===== config.mk =====
export PLATFORM = sky130hd
export DESIGN_NAME = xlr8_fb_decode
export DESIGN_NICKNAME = d
export VERILOG_FILES = /design/src/rtl/xlr8_fb_pkg.sv /design/src/rtl/xlr8_fb_debounce.sv /design/src/rtl/xlr8_fb_decode.sv
export SDC_FILE = /design/constraint.sdc
export NUM_CORES = 1
export LEC_CHECK = 0
export ABC_AREA = 1
export CAP_MARGIN = 15
export CORE_AREA = 8 8 101 112
export DETAILED_ROUTE_END_ITERATION = 6
export DIE_AREA = 0 0 109 120
export GPL_TIMING_DRIVEN = 0
export PLACE_DENSITY_LB_ADDON = 0.3
export SLEW_MARGIN = 40
export SYNTH_ARGS = -nofsm -noshare
export SYNTH_HDL_FRONTEND = slang
export SYNTH_SLANG_ARGS = --single-unit

===== constraint.sdc =====
create_clock -name clk -period 2.8 [get_ports clk]
set_clock_uncertainty 0.15 [all_clocks]
set_input_delay 0.84 -clock clk [delete_from_list [all_inputs] [get_ports clk]]
set_output_delay 0.84 -clock clk [all_outputs]
set_load 0.05 [all_outputs]

===== src/rtl/xlr8_fb_pkg.sv =====
// Shared types, register bit positions and hall-code decode for the FET-bridge feedback XB.
package xlr8_fb_pkg;

  typedef enum logic [1:0] {
    IDLE    = 2'd0,
    ACQUIRE = 2'd1,
    TRACK   = 2'd2
  } fb_state_t;

  // CTRL register bits
  localparam int unsigned CTRL_EN      = 0;
  localparam int unsigned CTRL_IRQ_EN  = 1;
  localparam int unsigned CTRL_CLR_ERR = 2;

  // STAT register bits; SECTOR occupies [2:0]
  localparam int unsigned STAT_DIR  = 3;
  localparam int unsigned STAT_ERR  = 4;
  localparam int unsigned STAT_OVF  = 5;
  localparam int unsigned STAT_EVT  = 6;
  localparam int unsigned STAT_LOCK = 7;

  // Returned for the two codes a healthy 120-degree sensor set never produces
  localparam logic [2:0] SECTOR_INVALID = 3'd7;

  // Gray-style 6-step hall code {fb3,fb2,fb1} to sector number
  function automatic logic [2:0] hall_to_sector(input logic [2:0] code);
    logic [2:0] s;
    case (code)
      3'b001:  s = 3'd0;
      3'b011:  s = 3'd1;
      3'b010:  s = 3'd2;
      3'b110:  s = 3'd3;
      3'b100:  s = 3'd4;
      3'b101:  s = 3'd5;
      default: s = SECTOR_INVALID;
    endcase
    return s;
  endfunction

  function automatic logic [2:0] sector_inc(input logic [2:0] s);
    return (s == 3'd5) ? 3'd0 : s + 3'd1;
  endfunction

  function automatic logic [2:0] sector_dec(input logic [2:0] s);
    return (s == 3'd0) ? 3'd5 : s - 3'd1;
  endfunction

endpackage


===== src/rtl/xlr8_fb_debounce.sv =====
// Two-flop synchroniser plus stability filter for the 3-bit feedback bus.
// The filtered code changes DEBOUNCE clken cycles after the synced code settles,
// and update_o pulses for one clken cycle whenever the filtered code changes value.
module xlr8_fb_debounce
  import xlr8_fb_pkg::*;
#(
  parameter int unsigned DEBOUNCE = 4
) (
  input  logic       clk,
  input  logic       rst,
  input  logic       clken,
  input  logic [2:0] fb_raw_i,
  output logic [2:0] code_o,
  output logic       update_o
);

  localparam logic [3:0] CntLast = 4'(DEBOUNCE - 1);

  logic [2:0] sync1_q, sync2_q;
  logic [2:0] cand_q, cand_d;
  logic [3:0] cnt_q, cnt_d;
  logic [2:0] code_q, code_d;
  logic       upd_q, upd_d;

  // Candidate tracking and acceptance once the candidate has been stable long enough
  always_comb begin
    cand_d = cand_q;
    cnt_d  = cnt_q;
    code_d = code_q;
    upd_d  = 1'b0;
    if (sync2_q != cand_q) begin
      cand_d = sync2_q;
      cnt_d  = 4'd0;
      // With a one-cycle filter the change itself already meets the stability count
      if ((CntLast == 4'd0) && (sync2_q != code_q)) begin
        code_d = sync2_q;
        upd_d  = 1'b1;
      end
    end else if (cnt_q < CntLast) begin
      cnt_d = cnt_q + 4'd1;
      if ((cnt_d == CntLast) && (cand_q != code_q)) begin
        code_d = cand_q;
        upd_d  = 1'b1;
      end
    end
  end

  // Synchroniser and filter state; a reset discards any partially debounced code
  always_ff @(posedge clk) begin
    if (rst) begin
      sync1_q <= 3'b000;
      sync2_q <= 3'b000;
      cand_q  <= 3'b000;
      cnt_q   <= 4'd0;
      code_q  <= 3'b000;
      upd_q   <= 1'b0;
    end else if (clken) begin
      sync1_q <= fb_raw_i;
      sync2_q <= sync1_q;
      cand_q  <= cand_d;
      cnt_q   <= cnt_d;
      code_q  <= code_d;
      upd_q   <= upd_d;
    end
  end

  assign code_o   = code_q;
  assign update_o = upd_q;

endmodule


===== src/rtl/xlr8_fb_decode.sv =====
// FET-bridge feedback receiver: filters the three sensor lines, tracks the 6-step
// sector and rotation direction, times sector-to-sector intervals and exposes the
// results as AVR data-memory registers with a level interrupt.
module xlr8_fb_decode
  import xlr8_fb_pkg::*;
#(
  parameter logic [7:0]  FB_CTRL_ADDR = 8'h00,
  parameter logic [7:0]  FB_STAT_ADDR = 8'h00,
  parameter logic [7:0]  FB_PERL_ADDR = 8'h00,
  parameter logic [7:0]  FB_PERH_ADDR = 8'h00,
  parameter int unsigned DEBOUNCE     = 4,
  parameter int unsigned PER_WIDTH    = 16
) (
  input  logic       clk,
  input  logic       rst,
  input  logic       clken,
  input  logic [7:0] dbus_in,
  output logic [7:0] dbus_out,
  output logic       io_out_en,
  input  logic [7:0] ramadr,
  input  logic       ramre,
  input  logic       ramwe,
  input  logic       dm_sel,
  input  logic       feedback_1,
  input  logic       feedback_2,
  input  logic       feedback_3,
  output logic       fb_irq
);

  localparam logic [PER_WIDTH-1:0] CntMax = '1;

  // Filtered code from the debouncer
  logic [2:0] f_code;
  logic       f_update;
  logic [2:0] f_sector;

  // Register state
  fb_state_t            state_q, state_d;
  logic                 en_q, en_d;
  logic                 irq_en_q, irq_en_d;
  logic [2:0]           sector_q, sector_d;
  logic                 dir_q, dir_d;
  logic                 err_q, err_d;
  logic                 ovf_q, ovf_d;
  logic                 evt_q, evt_d;
  logic [PER_WIDTH-1:0] period_q, period_d;
  logic [PER_WIDTH-1:0] cnt_q, cnt_d;
  logic [7:0]           shadow_q, shadow_d;

  // Bus decode
  logic       sel_ctrl, sel_stat, sel_perl, sel_perh;
  logic       ctrl_we, stat_re, perl_re, clr_err;
  logic       evt_set, err_set;
  logic [7:0] ctrl_rd, stat_rd;
  logic [PER_WIDTH-1:0] cnt_inc;
  logic       unused_dbus;

  xlr8_fb_debounce #(
    .DEBOUNCE (DEBOUNCE)
  ) u_debounce (
    .clk      (clk),
    .rst      (rst),
    .clken    (clken),
    .fb_raw_i ({feedback_3, feedback_2, feedback_1}),
    .code_o   (f_code),
    .update_o (f_update)
  );

  assign f_sector = hall_to_sector(f_code);
  assign cnt_inc  = (cnt_q == CntMax) ? cnt_q : cnt_q + 1'b1;

  assign sel_ctrl = dm_sel && (ramadr == FB_CTRL_ADDR);
  assign sel_stat = dm_sel && (ramadr == FB_STAT_ADDR);
  assign sel_perl = dm_sel && (ramadr == FB_PERL_ADDR);
  assign sel_perh = dm_sel && (ramadr == FB_PERH_ADDR);

  assign ctrl_we = clken && sel_ctrl && ramwe;
  assign stat_re = clken && sel_stat && ramre;
  assign perl_re = clken && sel_perl && ramre;
  assign clr_err = ctrl_we && dbus_in[CTRL_CLR_ERR];

  // Bits above CLR_ERR are reserved and ignored on write
  assign unused_dbus = ^dbus_in[7:3];

  // Register read data and bus drive
  always_comb begin
    ctrl_rd = 8'h00;
    ctrl_rd[CTRL_EN]     = en_q;
    ctrl_rd[CTRL_IRQ_EN] = irq_en_q;

    stat_rd = 8'h00;
    stat_rd[2:0]       = sector_q;
    stat_rd[STAT_DIR]  = dir_q;
    stat_rd[STAT_ERR]  = err_q;
    stat_rd[STAT_OVF]  = ovf_q;
    stat_rd[STAT_EVT]  = evt_q;
    stat_rd[STAT_LOCK] = (state_q == TRACK);

    dbus_out = ({8{sel_ctrl}} & ctrl_rd)
             | ({8{sel_stat}} & stat_rd)
             | ({8{sel_perl}} & period_q[7:0])
             | ({8{sel_perh}} & shadow_q);
    io_out_en = (sel_ctrl || sel_stat || sel_perl || sel_perh) && ramre;
  end

  // Control register writes and the PERL-triggered high-byte snapshot
  always_comb begin
    en_d     = en_q;
    irq_en_d = irq_en_q;
    shadow_d = shadow_q;
    if (ctrl_we) begin
      en_d     = dbus_in[CTRL_EN];
      irq_en_d = dbus_in[CTRL_IRQ_EN];
    end
    // Non-blocking capture means a same-cycle period latch still yields the old high byte
    if (perl_re) begin
      shadow_d = period_q[15:8];
    end
  end

  // Sector tracking FSM, interval counter and event detection
  always_comb begin
    state_d  = state_q;
    sector_d = sector_q;
    dir_d    = dir_q;
    period_d = period_q;
    cnt_d    = cnt_q;
    ovf_d    = ovf_q;
    evt_set  = 1'b0;
    err_set  = 1'b0;
    unique case (state_q)
      IDLE: begin
        cnt_d = '0;
        if (en_q) begin
          state_d = ACQUIRE;
        end
      end
      ACQUIRE: begin
        cnt_d = '0;
        if (!en_q) begin
          state_d = IDLE;
        end else if (f_sector != SECTOR_INVALID) begin
          sector_d = f_sector;
          state_d  = TRACK;
        end
      end
      TRACK: begin
        if (!en_q) begin
          state_d = IDLE;
        end else if (f_update && (f_sector == SECTOR_INVALID)) begin
          err_set = 1'b1;
          cnt_d   = cnt_inc;
        end else if (f_update && (f_sector != sector_q)) begin
          if (f_sector == sector_inc(sector_q)) begin
            dir_d = 1'b1;
          end else if (f_sector == sector_dec(sector_q)) begin
            dir_d = 1'b0;
          end else begin
            err_set = 1'b1;
          end
          sector_d = f_sector;
          period_d = cnt_q;
          cnt_d    = {{(PER_WIDTH-1){1'b0}}, 1'b1};
          evt_set  = 1'b1;
          ovf_d    = (cnt_q == CntMax);
        end else begin
          cnt_d = cnt_inc;
        end
      end
      default: state_d = IDLE;
    endcase

    // Setting a sticky flag takes priority over clearing it in the same cycle
    evt_d = evt_set | (evt_q & ~stat_re);
    err_d = err_set | (err_q & ~clr_err);
  end

  // State registers, all gated by the clock enable
  always_ff @(posedge clk) begin
    if (rst) begin
      state_q  <= IDLE;
      en_q     <= 1'b0;
      irq_en_q <= 1'b0;
      sector_q <= 3'd0;
      dir_q    <= 1'b0;
      err_q    <= 1'b0;
      ovf_q    <= 1'b0;
      evt_q    <= 1'b0;
      period_q <= '0;
      cnt_q    <= '0;
      shadow_q <= 8'h00;
    end else if (clken) begin
      state_q  <= state_d;
      en_q     <= en_d;
      irq_en_q <= irq_en_d;
      sector_q <= sector_d;
      dir_q    <= dir_d;
      err_q    <= err_d;
      ovf_q    <= ovf_d;
      evt_q    <= evt_d;
      period_q <= period_d;
      cnt_q    <= cnt_d;
      shadow_q <= shadow_d;
    end
  end

  assign fb_irq = irq_en_q & evt_q;

endmodule


==> impl_metrics.csv <==
group,metric,value,unit
status,status,"complete, but fails checks",
status,violations,"setup timing",
logic_synthesis,post_synth.cell_area_avg,6.92,um^2
logic_synthesis,synth_area,3420,um^2
final_layout,drive_above_1_share,16.7,%
sta,tightestPinTransition,0.710,ns
setup_path,critPathKind,"in2out",
power,p_comb_share,7.0,%
sta,setup_viol_count_final,9,
logic_synthesis,ys_async_sr_fraction,0,%
setup_path,crit_path_top_delay_cell,"nor4_4",
logic_synthesis,synth_top_area_share,39.8,%
logic_synthesis,synth.area.top_cells,"dfxtp_1, nand2_1, nor2_1",
logic_synthesis,synth-seq-cells,68,
power,p_leak,1.62,nW
clock_tree,cts_tree,"built",
sta,layout_setup_ws,-0.181,ns
sta,rsz0062_at_grt,"yes",
setup_path,worstSetupEndpointType,"output port",
routing,drtIter0Drc,158,
clock_tree,clockBufferDepth,2,
clock_tree,h-tree-depth,3,
job,maxCapViolCount,0,
routing,wire_per_inst,13.9,um
routing,drt_wl_total,9160,um
final_layout,num-nets-final,563,
setup_path,crit_arrival,1.99,ns
logic_synthesis,ys_types,30,
global_route,grt-ovfl-total,0,
setup_path,start_kind,"input pin",
global_route,antenna_found_initial,0,
sta,timing.setup.tns,-1.54,ns
power,seqPwrFrac,50.3,%
routing,vias,3267,
routing,drc,0,
setup_path,cp_data_required_time,1.81,ns
final_layout,area_growth,23.2,%
logic_synthesis,syn_nets,522,
global_route,grt.total_usage,14.4,%
routing,met3_length,334,um
setup_path,worst-path-max-fanout,5,
clock_tree,numCtsBuffers,9,
sta,min_period_over_period,106,%
power,clock_power_share,42.7,%
placed_design,numPortBuffers,28,
routing,drt-met1-wl,3890,um
clock_tree,root_buffer,"clkbuf_8",
logic_synthesis,yosys.area.top_type,"dfxtp_1",
die,rows,38,
clock_tree,clock_sinks,68,
logic_synthesis,ys_seq_area_share,39.8,%
placed_design,placed_area,3950,um^2
die,die_h,120,um
logic_synthesis,synthFlopType,"dfxtp_1",
die,dieWidth,109,um
sta,finalCriticalPeriod,2.98,ns
power,swShare,24.8,%
final_layout,diodes,0,
setup_path,worstPathCellList,"buf_6 > nor4_4 > nand2_2 > nor2_4 > clkinv_8 > nor2_4 > buf_6",
power,p_per_area,472,nW/um^2
die,dieArea,13100,um^2
power,p_int,0.00149,W
hold_path,min-delay-path-class,"reg2reg",
final_layout,multiInputGateArea,1900,um^2
sta,fmax,336,MHz
setup_path,cp_num_buf_inv,3,
final_layout,fin_area,4210,um^2
global_route,grt_pass1_vias,3171,
sta,maxSlewHeadroom,52.7,%
global_route,grt_pass1_wl,15100,um
sta,final_max_slew_viol_count,0,
logic_synthesis,synth_edf_count,0,
routing,highest_layer,"met4",
power,p_sw,0.000492,W
final_layout,regArea,1360,um^2
die,initial_core_util,35.8,%
die,core-area,9560,um^2
placed_design,gp_congestion,0.831,
clock_tree,path_clk_slew,0.07,ns
routing,viasPerCell,4.95,
routing,dr.pass1.iters,7,
routing,ant_nets,0,
global_route,grt_max_degree,13,
setup_path,cp_top_family,"simple AND/OR/NAND/NOR gates",
power,ir_drop,0.000240,V
sta,final_hold_viol_count,0,
clock_tree,clk_latency,0.35,ns
clock_tree,postCtsHoldBufs,0,
placed_design,place_ws,-1.19,ns
placed_design,dp_hpwl,6700,um
logic_synthesis,yosysWarnings,0,
die,io_pins,35,
setup_path,cpPeakStageDelay,0.27,ns
routing,wl_met2,4790,um
final_layout,fillers,976,
logic_synthesis,syn_inst,494,
## state kept, by name, summed over array words and instances, names as in the netlist
name / flops
irq_en_q: 1
u_debounce.sync1_q: 3
u_debounce.code_o: 3
shadow_q: 8
state_q: 2
sector_q: 3
u_debounce.update_o: 1
evt_q: 1
en_q: 1
err_q: 1
dir_q: 1
u_debounce.cnt_q: 4
ovf_q: 1
u_debounce.sync2_q: 3
period_q: 16
u_debounce.cand_q: 3
cnt_q: 16
## logic make-up after synthesis
kind of cell / share of synthesized area, %
compound gates: 15.7
xor+xnor: 3.08
fa+ha+maj: 1.10
buf+inv: 7.87
flops: 39.8
simple gates: 32.4
## cells in the mapped netlist (3+ instances only)
| cell type | instances |
|---|---|
| a21oi_1 | 32 |
| nand3_1 | 25 |
| nand3b_1 | 3 |
| buf_6 | 3 |
| nand4_1 | 8 |
| o21ai_1 | 13 |
| nor2_2 | 3 |
| dfxtp_1 | 68 |
| o21ai_0 | 27 |
| ha_1 | 3 |
| clkbuf_1 | 11 |
| inv_1 | 41 |
| nor3_1 | 13 |
| nor2_1 | 89 |
| nand2_2 | 17 |
| a211oi_1 | 11 |
| nand2_1 | 90 |
| xnor2_1 | 6 |
| inv_2 | 5 |
| a21oi_2 | 9 |
| xor2_1 | 6 |
## repair_timing
action | 4_1_cts | 5_1_grt
setup endpoints to repair | 9 | 24
resized for setup | 86 | 6
pin swaps | 7 | 6
buffers inserted | 1 | 0
cloned | 1 | 0
## metal layers
layer / global-route usage (%) / vias up
met2: 26.1 / 51
met1: 16.1 / 1520
met4: 4.46 / 0
met5: 0 / -
met3: 3.22 / 9
li1: - / 1687
## path summary, 6_finish.rpt
check,depth (start not counted),end,slack (ns),start
worst max register to register,10,cnt_q[1],0.73,cnt_q[0]
worst min register to register,2,u_debounce.cnt_q[3],0.29,u_debounce.cnt_q[3]
worst min-delay path,2,u_debounce.cnt_q[3],0.29,u_debounce.cnt_q[3]
worst max-delay path,7,dbus_out[4],-0.18,ramadr[2]
## worst reg2reg max path, cell delays in order, from the launching register on
cell and delay (ns):
dfxtp_1 0.42, ha_1 0.20, nand2_1 0.06, inv_1 0.09, nand2_1 0.09, nor2_2 0.25, nand4_1 0.28, inv_1 0.17
nor2_1 0.05, o21ai_0 0.15, nor2_1 0.06
## area by class of cell
type / count / share of cell area [%]
inverter: 47 / 4.49
tap: 120 / 3.57
clock buffer: 11 / 3.60
timing repair inverter: 1 / 0.208
sequential: 68 / 32.3
clock inverter: 5 / 1.43
buffer: 17 / 2.20
multi-input combinational: 362 / 45.2
timing repair buffer: 29 / 7.02
## per-stage QoR
step	instances	power, W	hold slack, ns	utilization (%)
final	660	0.00199	0.294	44.0
after global routing	660	0.00206	0.340	44.0
after CTS	660	0.00200	0.300	43.8
after detailed placement	642	0.00116	0.287	41.3
after global placement	642	0.00116	0.287	41.3
after floorplan	494	0.00110	0.269	-
## cells in the final DEF (no fill, tap or decap), types with 4 or more instances in the layout
cell type         n
buf_6            13
nor2_1           79
nor2_4            9
inv_2             5
a211oi_1         11
a21oi_2           9
dfxtp_1          68
inv_1            41
a21oi_1          30
o21ai_1          13
clkbuf_1         11
o21ai_0          27
nor2_2            5
nand2_2          19
nor3_1           13
clkbuf_8         11
xnor2_1           6
clkinvlp_4        4
nand4_1           8
nand2_1          88
clkdlybuf4s50_1  10
nand3_1          25
xor2_1            6
dlygate4sd2_1     4
## power by group through the flow
stage                     sequential (W)  combinational [W]  clock [W]
after CTS                       0.000999           0.000138   0.000860
after global routing             0.00100           0.000156   0.000900
after detailed placement         0.00102           0.000139          0
after floorplan                  0.00102          0.0000836          0
final                           0.000999           0.000140   0.000847
after global placement           0.00102           0.000136          0
No activity file was read; power rests on OpenSTA's default activity.
